[config.mk]
export PLATFORM = sky130hd
export DESIGN_NAME = pk_tx_sched
export DESIGN_NICKNAME = d
export VERILOG_FILES = /design/src/rtl/pk_tx_sched.sv
export SDC_FILE = /design/constraint.sdc
export NUM_CORES = 1
export LEC_CHECK = 0
export ABC_AREA = 1
export CAP_MARGIN = 20
export CORE_UTILIZATION = 40
export CTS_BUF_LIST = sky130_fd_sc_hd__clkbuf_4
export CTS_CLUSTER_DIAMETER = 200
export CTS_CLUSTER_SIZE = 30
export DETAILED_ROUTE_END_ITERATION = 10
export GPL_ROUTABILITY_DRIVEN = 0
export PLACE_DENSITY = 0.68
export SLEW_MARGIN = 20
export SYNTH_ARGS = -nofsm -noshare
export SYNTH_HDL_FRONTEND = slang
export SYNTH_SLANG_ARGS = --single-unit
export TNS_END_PERCENT = 10
[constraint.sdc]
create_clock -name clk -period 3.3 [get_ports clk]
set_input_delay 0.66 -clock clk [delete_from_list [all_inputs] [get_ports clk]]
set_output_delay 0.66 -clock clk [all_outputs]
set_load 0.05 [all_outputs]
[src/rtl/pk_tx_sched.sv]
// pk_tx_sched: shares one UART transmitter between two frame sources.
// Each source hands over a 1-4 byte frame. Frames are sent MSB byte first.
// Sources are arbitrated round-robin. Each byte waits a bounded time for the
// UART to acknowledge with tx_busy before the whole frame is aborted.
//
//   state      | meaning
//   -----------+----------------------------------------------------------
//   IDLE       | no frame in flight, arbitrate when UART is free
//   SEND       | drive next byte and raise send
//   WAIT_BUSY  | send high, waiting for UART to acknowledge (timeout runs)
//   WAIT_TRANS | UART busy with current byte, wait for it to finish
module pk_tx_sched #(
  parameter int BUSY_TIMEOUT = 1024
) (
  input  logic        clk,
  input  logic        rst_,
  input  logic [1:0]  req,
  input  logic [2:0]  len0,
  input  logic [2:0]  len1,
  input  logic [31:0] data0,
  input  logic [31:0] data1,
  output logic [1:0]  gnt,
  output logic [1:0]  done,
  output logic        err,
  output logic [7:0]  tx_byte,
  output logic        send,
  input  logic        tx_busy
);

  localparam int TW = (BUSY_TIMEOUT > 2) ? $clog2(BUSY_TIMEOUT) : 1;
  localparam logic [TW-1:0] TCNT_LAST = TW'(BUSY_TIMEOUT - 1);

  typedef enum logic [1:0] {IDLE, SEND, WAIT_BUSY, WAIT_TRANS} state_t;

  state_t        state, state_nxt;
  logic [31:0]   frame_q, frame_nxt;
  logic [2:0]    len_q, len_nxt;
  logic [1:0]    cnt_q, cnt_nxt;
  logic [TW-1:0] tcnt_q, tcnt_nxt;
  logic          owner_q, owner_nxt;
  logic          ptr_q, ptr_nxt;
  logic [1:0]    gnt_nxt, done_nxt;
  logic          err_nxt, send_nxt;
  logic [7:0]    tx_byte_nxt;

  logic          win;
  logic [2:0]    win_len;
  logic [31:0]   win_data;
  logic          accept;
  logic          last_byte;
  logic          tmo_hit;
  logic [7:0]    cur_byte;

  // Arbitration: the pointer only matters when both sources are requesting.
  always_comb begin
    win      = (&req) ? ptr_q : req[1];
    win_len  = win ? len1 : len0;
    win_data = win ? data1 : data0;
    accept   = (state == IDLE) && !tx_busy && (req != 2'b00);
    last_byte = ({1'b0, cnt_q} == (len_q - 3'd1));
    tmo_hit  = (tcnt_q == TCNT_LAST);
    case (cnt_q)
      2'd0:    cur_byte = frame_q[31:24];
      2'd1:    cur_byte = frame_q[23:16];
      2'd2:    cur_byte = frame_q[15:8];
      default: cur_byte = frame_q[7:0];
    endcase
  end

  // State register plus all registered outputs and datapath.
  always_ff @(posedge clk) begin
    if (!rst_) begin
      state   <= IDLE;
      frame_q <= '0;
      len_q   <= '0;
      cnt_q   <= '0;
      tcnt_q  <= '0;
      owner_q <= 1'b0;
      ptr_q   <= 1'b0;
      gnt     <= '0;
      done    <= '0;
      err     <= 1'b0;
      send    <= 1'b0;
      tx_byte <= '0;
    end else begin
      state   <= state_nxt;
      frame_q <= frame_nxt;
      len_q   <= len_nxt;
      cnt_q   <= cnt_nxt;
      tcnt_q  <= tcnt_nxt;
      owner_q <= owner_nxt;
      ptr_q   <= ptr_nxt;
      gnt     <= gnt_nxt;
      done    <= done_nxt;
      err     <= err_nxt;
      send    <= send_nxt;
      tx_byte <= tx_byte_nxt;
    end
  end

  // Next-state decode.
  always_comb begin
    state_nxt = state;
    case (state)
      IDLE:       if (accept && (win_len != 3'd0)) state_nxt = SEND;
      SEND:       state_nxt = WAIT_BUSY;
      WAIT_BUSY: begin
        if (tx_busy)      state_nxt = WAIT_TRANS;
        else if (tmo_hit) state_nxt = IDLE;
      end
      WAIT_TRANS: if (!tx_busy) state_nxt = last_byte ? IDLE : SEND;
      default:    state_nxt = IDLE;
    endcase
  end

  // Output and datapath next values; pulses default low, held values default to hold.
  always_comb begin
    gnt_nxt     = 2'b00;
    done_nxt    = 2'b00;
    err_nxt     = 1'b0;
    send_nxt    = send;
    tx_byte_nxt = tx_byte;
    frame_nxt   = frame_q;
    len_nxt     = len_q;
    cnt_nxt     = cnt_q;
    tcnt_nxt    = tcnt_q;
    owner_nxt   = owner_q;
    ptr_nxt     = ptr_q;
    case (state)
      IDLE: begin
        send_nxt = 1'b0;
        if (accept) begin
          gnt_nxt = win ? 2'b10 : 2'b01;
          if (win_len == 3'd0) begin
            // Empty frame completes immediately and counts as served.
            done_nxt = win ? 2'b10 : 2'b01;
            ptr_nxt  = ~win;
          end else begin
            frame_nxt = win_data;
            len_nxt   = (win_len > 3'd4) ? 3'd4 : win_len;
            owner_nxt = win;
            cnt_nxt   = 2'd0;
          end
        end
      end
      SEND: begin
        tx_byte_nxt = cur_byte;
        send_nxt    = 1'b1;
        tcnt_nxt    = '0;
      end
      WAIT_BUSY: begin
        if (tx_busy) begin
          send_nxt = 1'b0;
        end else if (tmo_hit) begin
          send_nxt = 1'b0;
          done_nxt = owner_q ? 2'b10 : 2'b01;
          err_nxt  = 1'b1;
          ptr_nxt  = ~owner_q;
        end else begin
          tcnt_nxt = tcnt_q + TW'(1);
        end
      end
      WAIT_TRANS: begin
        send_nxt = 1'b0;
        if (!tx_busy) begin
          if (last_byte) begin
            done_nxt = owner_q ? 2'b10 : 2'b01;
            ptr_nxt  = ~owner_q;
          end else begin
            cnt_nxt = cnt_q + 2'd1;
          end
        end
      end
      default: send_nxt = 1'b0;
    endcase
  end

endmodule

After elaboration in Yosys (flattened, before gate mapping):

Index checks and enable logic that the tools add are counted.

* logic and storage cells: 99
* input bits: 75
* register bits after elaboration: 65
* output and inout port bits: 14

* bitwise logic cells: 5
* $add $sub $neg: 3
* eq/ne operators: 18
* order comparisons: 1
* mux-type cells: 39
* reductions and logical operators: 21

Operator list (number)
* 2-to-1 mux 2 bit: 16
* 2-to-1 mux 32 bit: 1
* case mux 8 bit (3 select lines): 1
* 2-to-1 mux 10 bit: 2
* case mux 10 bit (2 select lines): 1
* != test 2 bit, second input constant: 8
* AND reduction 3 bit: 4
* 2-to-1 mux 1 bit: 11
* adder 10 x 1 -> 10 bit, second input constant: 1
* == test 10 bit, second input constant: 1
* case mux 2 bit (4 select lines): 1
* AND reduction 7 bit: 1
* == test 2 bit, second input constant: 3
* 2-to-1 mux 3 bit: 2
* case mux 1 bit (3 select lines): 2
* case mux 2 bit (3 select lines): 1
* nonzero test 2 bit: 3
* nonzero test 3 bit: 2
* inverter 1 bit: 5
* AND reduction 5 bit: 1
* == test 2 x 1 -> 1 bit, second input constant: 2
* logical NOT 2 bit: 2
* != test 2 x 1 -> 1 bit, second input constant: 2
* case mux 2 bit (2 select lines): 1
* 11 further kinds: 13

Depth between registers and ports, before layout:

* depth in word-level cells: 7
* mapped depth: 13
* mapped depth without buffers: 12

Worst setup path before layout:

Ideal clock, no wire load.

* kind: in2reg
* start: in req[0]
* end: reg frame_q[24]
* slack: 1.620 ns
* library setup time: 0.116 ns
* stages on the path: 10
* arrival time: 1.564 ns
* path buffers: 2
* path through: nand2_2 -> nand2_2 -> buf_6 -> nand2_2 -> nand2_1 -> nand3_2 -> nand2_2 -> inv_2 -> buf_6 -> o211a_1

* word-level cells in the longest chain between the ends: 6
* elaborated cells on any way between the ends: 9
* those cells by class: mux: 3; bitwise: 1; reduce/logical: 5

RTL lines
* from (decl): RTL line 17 `input logic [1:0] req,`
* AND reduction 2 bit: RTL line 56 `win = (&req) ? ptr_q : req[1];`
* 2-to-1 mux 1 bit: RTL line 56
* 2-to-1 mux 3 bit: RTL line 57 `win_len = win ? len1 : len0;`
* logical NOT 3 bit: RTL line 134 `if (win_len == 3'd0) begin`
* inverter 1 bit (no line)
* AND reduction 3 bit (no line)
* to (signal assigned): RTL line 87 `frame_q <= frame_nxt;`
* to (decl): RTL line 36 `logic [31:0] frame_q, frame_nxt;`

Parallel ways exist; a longest one is shown, timed or not.
A chain may end at the register's enable or synchronous reset.

Worst setup path after layout:

* start: reg tx_byte[2]
* end: out tx_byte[2]

RTL lines
* from (decl): RTL line 25 `output logic [7:0] tx_byte,`
* from (signal assigned): RTL line 97 `tx_byte <= tx_byte_nxt;`

No word-level cell between the ends.

==> flow_metrics.py <==
metrics = {
    "synth": {
        "syn_area_per_cell_um2": 7.04,
        "synth_nets": 558,
        "netlist_area_um2": 3360,
        "yosys.area.top_type": "dfxtp_1",
        "async_flop_share_pct": 0,
        "netlist_instances": 477,
        "ys_warn_count": 0,
        "synth_cell_type_count": 30,
        "ys_seq_elements": 65,
        "yosysSeqAreaShare_pct": 38.8,
        "synth_edf_count": 0,
        "synth_commonest_cells": "nand2_1, dfxtp_1, inv_1",
        "yosysMostFrequentCell": "nand2_1",
        "synth_top_area_share_pct": 38.8,
        "yosys-top-cells-area": "dfxtp_1, nand2_1, a21oi_1, inv_1, o21ai_0",
        "synthFlopType": "dfxtp_1",
    },
    "critical_path": {
        "critPathSlowestCell": "clkdlybuf4s50_1",
        "slowest_delay_ps": 830,
        "cp_num_cells": 1,
        "crit_type": "register to primary output",
        "critical-path-top-delay-family": "buffers and inverters",
        "crit_buf_inv": 1,
        "r2r_cells": 10,
        "reg2reg_setup_slack_ps": 1530,
        "r2r-end": "frame_q[17]",
        "cp_max_fo": 2,
        "worstSetupStartpointType": "register",
        "required_ps": 2640,
        "arrival_ps": 1590,
        "crit_start": "tx_byte[2]",
        "worstPathCellList": "clkdlybuf4s50_1",
        "cp-end-kind": "primary output",
        "crit-reg2reg-launch": "ptr_q",
        "critPathCapture": "tx_byte[2]",
    },
    "placed_design": {
        "io_buffers": 88,
        "place_ws_ps": 695,
        "dpl.hpwl_um": 5990,
    },
    "power_and_ir_drop": {
        "p_leak_uw": 0.00196,
        "peakVddDrop_v": 0.000191,
        "powerDensity_nw_per_um2": 584,
    },
    "clock_tree": {
        "cts_max_level": 3,
        "cts.sinks": 65,
        "clk_latency_ps": 400,
        "root_buffer": "clkbuf_4",
        "clockBufferDepth": 2,
        "cts_buffers": 9,
        "post_cts_buffers": 0,
        "post_cts_resized": 0,
        "clk_pin_slew_worst_paths_ps": 100,
        "cts_tree": "yes",
        "ctsHoldBuffers": 0,
    },
    "global_routing": {
        "grt_usage_pct": 19.0,
        "grt_max_degree": 52,
        "grt_pass1_vias": 2947,
        "grt_overflow": 0,
        "antenna_found_initial": 0,
        "grt_pass1_wl_um": 13100,
    },
    "timing": {
        "fin_skew_ps": 11.7,
        "relSlewSlack_pct": 60.9,
        "clock.fmax_mhz": 444,
        "setup_violations": 0,
        "fin_ws_ps": 1050,
        "setup_tns_ps": 0,
        "drv_slew": 0,
        "final_hold_viol_count": 0,
        "post-route-period-util_pct": 68.2,
        "rsz0062_at_grt": "no",
        "worst_pin_slew_ps": 586,
        "layout_min_cycle_time_ps": 2250,
    },
    "routing": {
        "vias": 3245,
        "dr.pass1.iters": 4,
        "drt-vias-per-instance": 4.87,
        "wl_per_cell_um": 12.0,
        "wl_um": 8010,
        "drt_iter0_markers": 101,
        "post-route-drc-count": 0,
        "postRouteAntennaNets": 0,
    },
    "cells_and_area": {
        "seq_area_um2": 1300,
        "syn_to_final_growth_pct": 30.8,
        "multi_input_area_um2": 1670,
        "drive_gt1_share_pct": 6.94,
        "fillers": 818,
        "fin_nets": 639,
        "diodes": 0,
    },
    "flow_run": {
        "max_cap_viol_count": 0,
    },
    "floorplanning": {
        "dieArea_um2": 8760,
        "start_util_pct": 41.0,
        "die_w_um": 93.6,
        "num_rows": 33,
        "die_y_um": 93.6,
        "io_pins": 89,
        "fp.coreArea_um2": 8180,
    },
    "min_path": {
        "hp-class": "register to register",
    },
    "status": {
        "outcome": "completed",
    },
}
-- report_power, final --
| group | internal (µW) | switching [µW] | total, µW |
|---|---|---|---|
| clock network | 229 | 268 | 496 |
| registers | 946 | 82.4 | 1030 |
| logic | 382 | 656 | 1040 |
-- worst register-to-register path: stages, from the launching register on --
cell and delay (ps):
dfxtp_1 320, inv_2 60, nand2_2 70, nand2_2 120, buf_4 340, inv_1 90, buf_4 240, nand2_1 110
nand2_1 50, o21ai_0 210, a21oi_1 60
-- cells in the final DEF, fill, tap and decap left out, drive strengths merged --
master,Yosys,final
o21ai,34,34
o221ai,8,8
nor3b,1,1
nor3,9,9
nand3b,5,5
o31ai,1,1
dfxtp,65,65
clkinv,0,4
a211oi,1,1
nor2,20,20
bufinv,0,1
nand3,20,20
a22o,8,8
inv,64,64
or2,1,1
a21oi,50,50
ha,6,6
buf,13,6
nand2,142,142
clkbuf,11,10
nand4,6,6
o211a,8,8
xor2,4,4
clkdlybuf4s50,0,88
-- logic make-up after synthesis --
kind of cell | after synthesis | synth area share, %
AND/OR/NAND/NOR | 204 | 26.5
AO/OA/AOI/OAI | 110 | 19.9
buffers and inverters | 88 | 11.5
flip-flops | 65 | 38.8
adder cells (fa/ha/maj) | 6 | 2.24
XOR/XNOR | 4 | 1.04
-- metal layers --
layer	vias up	GRT usage, %	part of all wire, %
li1	1710	-	-
met1	1456	23.6	45
met2	70	32.4	50
met3	9	3.17	4.2
met4	0	7.95	0.87
met5	-	0	0
-- area by class of cell --
| type | instances | share of cell area (%) |
|---|---|---|
| Clock inverter | 5 | 1.08 |
| Tap cell | 105 | 2.99 |
| Multi-Input combinational cell | 324 | 38.0 |
| Timing Repair Buffer | 94 | 21.1 |
| Clock buffer | 10 | 1.71 |
| Sequential cell | 65 | 29.6 |
| Inverter | 64 | 5.47 |
-- through the flow --
step | total power, µW | hold WS, ps | instance area (µm²) | utilization [%] | cells
after floorplan | 1810 | 429 | 3360 | - | 477
after global placement | 2070 | 440 | 4270 | 52.2 | 652
after detailed placement | 2080 | 446 | 4270 | 52.2 | 652
after CTS | 2580 | 461 | 4390 | 53.7 | 667
after global routing | 2750 | 483 | 4390 | 53.7 | 667
final | 2560 | 457 | 4390 | 53.7 | 667
-- flip-flops by register name, indices dropped and copies added, names as in the netlist --
signal   flops
len_q        3
tcnt_q      10
state        2
frame_q     32
tx_byte      8
ptr_q        1
cnt_q        2
gnt          2
send         1
owner_q      1
done         2
err          1
-- worst min path at each step --
| stage | cells after the start | from | end | slack (ps) |
|---|---|---|---|---|
| final | 2 | frame_q[17] | frame_q[17] | 460 |
| after global routing | 2 | frame_q[2] | frame_q[2] | 480 |
| after CTS | 2 | frame_q[17] | frame_q[17] | 460 |
| after detailed placement | 2 | frame_q[17] | frame_q[17] | 450 |
| after global placement | 2 | frame_q[15] | frame_q[15] | 440 |
| after floorplan | 2 | frame_q[16] | frame_q[16] | 430 |
No activity file was read; power rests on OpenSTA's default activity.
==> patch, RTL diff (same flow settings) <==
Register the output `err` once more, with the module's reset; this adds one clock of latency there. The other outputs are not delayed to match.
--- a/src/rtl/pk_tx_sched.sv
+++ b/src/rtl/pk_tx_sched.sv
@@ -31,6 +31,8 @@
   localparam logic [TW-1:0] TCNT_LAST = TW'(BUSY_TIMEOUT - 1);
 
   typedef enum logic [1:0] {IDLE, SEND, WAIT_BUSY, WAIT_TRANS} state_t;
+
+  logic err_s0;
 
   state_t        state, state_nxt;
   logic [31:0]   frame_q, frame_nxt;
@@ -79,7 +81,7 @@
       ptr_q   <= 1'b0;
       gnt     <= '0;
       done    <= '0;
-      err     <= 1'b0;
+      err_s0  <= 1'b0;
       send    <= 1'b0;
       tx_byte <= '0;
     end else begin
@@ -92,7 +94,7 @@
       ptr_q   <= ptr_nxt;
       gnt     <= gnt_nxt;
       done    <= done_nxt;
-      err     <= err_nxt;
+      err_s0  <= err_nxt;
       send    <= send_nxt;
       tx_byte <= tx_byte_nxt;
     end
@@ -175,5 +177,13 @@
     endcase
   end
 
+  always_ff @(posedge clk) begin
+    if (!rst_) begin
+      err <= '0;
+    end else begin
+      err <= err_s0;
+    end
+  end
+
 endmodule
 
Check against the original RTL: same outputs for any inputs over 10 cycles, from zero or initial values and one cycle with rst_ low; that may be too few to reach the edited logic, so the function may still have changed.
==> patch against the unedited design <==
- utilization is 0.90 points higher
- area after synthesis is 1.8% higher
- sequential power is 4% higher
- wire length is 3.3% higher
- final area is 2.7% higher
- highest routed layer unchanged
- first-iteration DRC count is 16% higher
- clock power is 39% higher
- sequential cell count is 1 higher
- worst setup slack worse by 22 ps
- global-route usage is 1.2 points higher
- power is 11% higher
- fmax is 0.98% lower
==> patch: results (changes against the unedited design) <==
metric,value,unit,change
status,finished clean,,
dp_cells,665,,+2.0%
finalMaxSlewViolations,0,,unchanged
final_nets,652,,+2.0%
clock_latency,420,ps,+20 ps
max_stage_delay,820,ps,
tightest_slew,692,ps,+106 ps
routed_via_density,4.90,,+0.75%
ys_top_cells_by_count,"145 x nand2_1, 66 x dfxtp_1, 52 x a21oi_1, 52 x inv_1, 25 x o21ai_1",,
postPlaceCellArea,4320,um^2,+1.3%
grtUsageTotal,20.2,%,+1.2 points
async_flop_share,0,%,unchanged
grt_max_degree,43,,-17%
synthCells,492,,+3.1%
layoutNonFillerInstCount,681,,+2.1%
cts_buffer_depth,2,,unchanged
fillers,800,,-2.2%
layout-drive-gt1-share,9.03,%,+2.1 points
fin_skew,10.7,ps,-0.973 ps
peakVddDrop,0.289,mV,+52%
path_clk_slew,120,ps,+20 ps
synth_nets,573,,+2.7%
drt_first_iter_violations,117,,+16%
n_antenna_cell,0,,unchanged
grt_pass1_wl,13900,um,+6.5%
grtUsageMet1,22.9,%,-0.68 points
numCtsBuffers,9,,unchanged
wl,8270,um,+3.3%
ys_top_cells_by_area,"dfxtp_1 39%, nand2_1 16%, a21oi_1 7.6%, inv_1 5.7%, o21ai_1 3.7%",,
hpwl,6140,um,+2.5%
pre_cts_ws,674,ps,-21.6 ps
leakagePower,1.97,nW,+0.41%
ys_seq_area_share,38.7,%,-0.082 points
met3_usage,7.17,%,+4.0 points
gr-usage-met2,35.7,%,+3.3 points
htreeDepth,3,,unchanged
grt_pass1_vias,3232,,+9.7%
yosysUniqueCellTypes,34,,+13%
path_delay_family,buffers and inverters,,
internal_power,1.75,mW,+13%
## patch: changes by cell type after synthesis, sizes merged, moves of 2 or more
cell	unedited run	this run
nor2	20	27
nand2	142	152
a21oi	50	53
nand3b	5	1
o21ai	34	32
inv	64	66
## patch: final timing paths
kind / slack [ps] / to / from / cells past startpoint
setup / recovery: 1030 / tx_byte[6] / tx_byte[6]$_SDFFE_PN0N_ / 1
setup reg to reg: 1460 / frame_q[14]$_SDFFE_PN0P_ / ptr_q$_SDFFE_PN0P_ / 10
hold reg to reg: 440 / err$_SDFF_PN0_ / err_s0$_SDFF_PP0_ / 2
hold / removal: 440 / err$_SDFF_PN0_ / err_s0$_SDFF_PP0_ / 2
## patch: power groups by stage
stage	Sequential, mW	Combinational, mW	Clock [mW]
after floorplan	1.15	0.743	0
after global placement	1.08	1.07	0
after detailed placement	1.08	1.09	0
after CTS	1.07	1.10	0.701
after global routing	1.08	1.23	0.739
final	1.07	1.09	0.688
## patch: cell families (layout without fill, tap and decap cells)
group | Yosys count | after routing | synth area share (%)
AO/OA/AOI/OAI | 111 | 111 | 19.6
XOR/XNOR | 4 | 4 | 1.03
adder cells (fa/ha/maj) | 6 | 6 | 2.20
buffers and inverters | 89 | 173 | 11.0
flip-flops | 66 | 66 | 38.7
AND/OR/NAND/NOR | 216 | 216 | 27.4
## patch: area by class of cell
cell class / count / area [um^2] / area share [%]
Tap cell: 105 / 131 / 2.91
Clock buffer: 9 / 67.6 / 1.50
Timing Repair Buffer: 91 / 903 / 20.0
Sequential cell: 66 / 1320 / 29.3
Multi-Input combinational cell: 337 / 1720 / 38.1
Inverter: 66 / 250 / 5.55
Clock inverter: 7 / 118 / 2.61
## patch: layer usage
layer  vias to the layer above  wire length, um  part of all wire, %
met5                         -                0                    0
met4                         0               88                  1.1
met3                         8              380                  4.6
met2                        89             4130                   50
met1                      1486             3670                   44
li1                       1755                -                    -
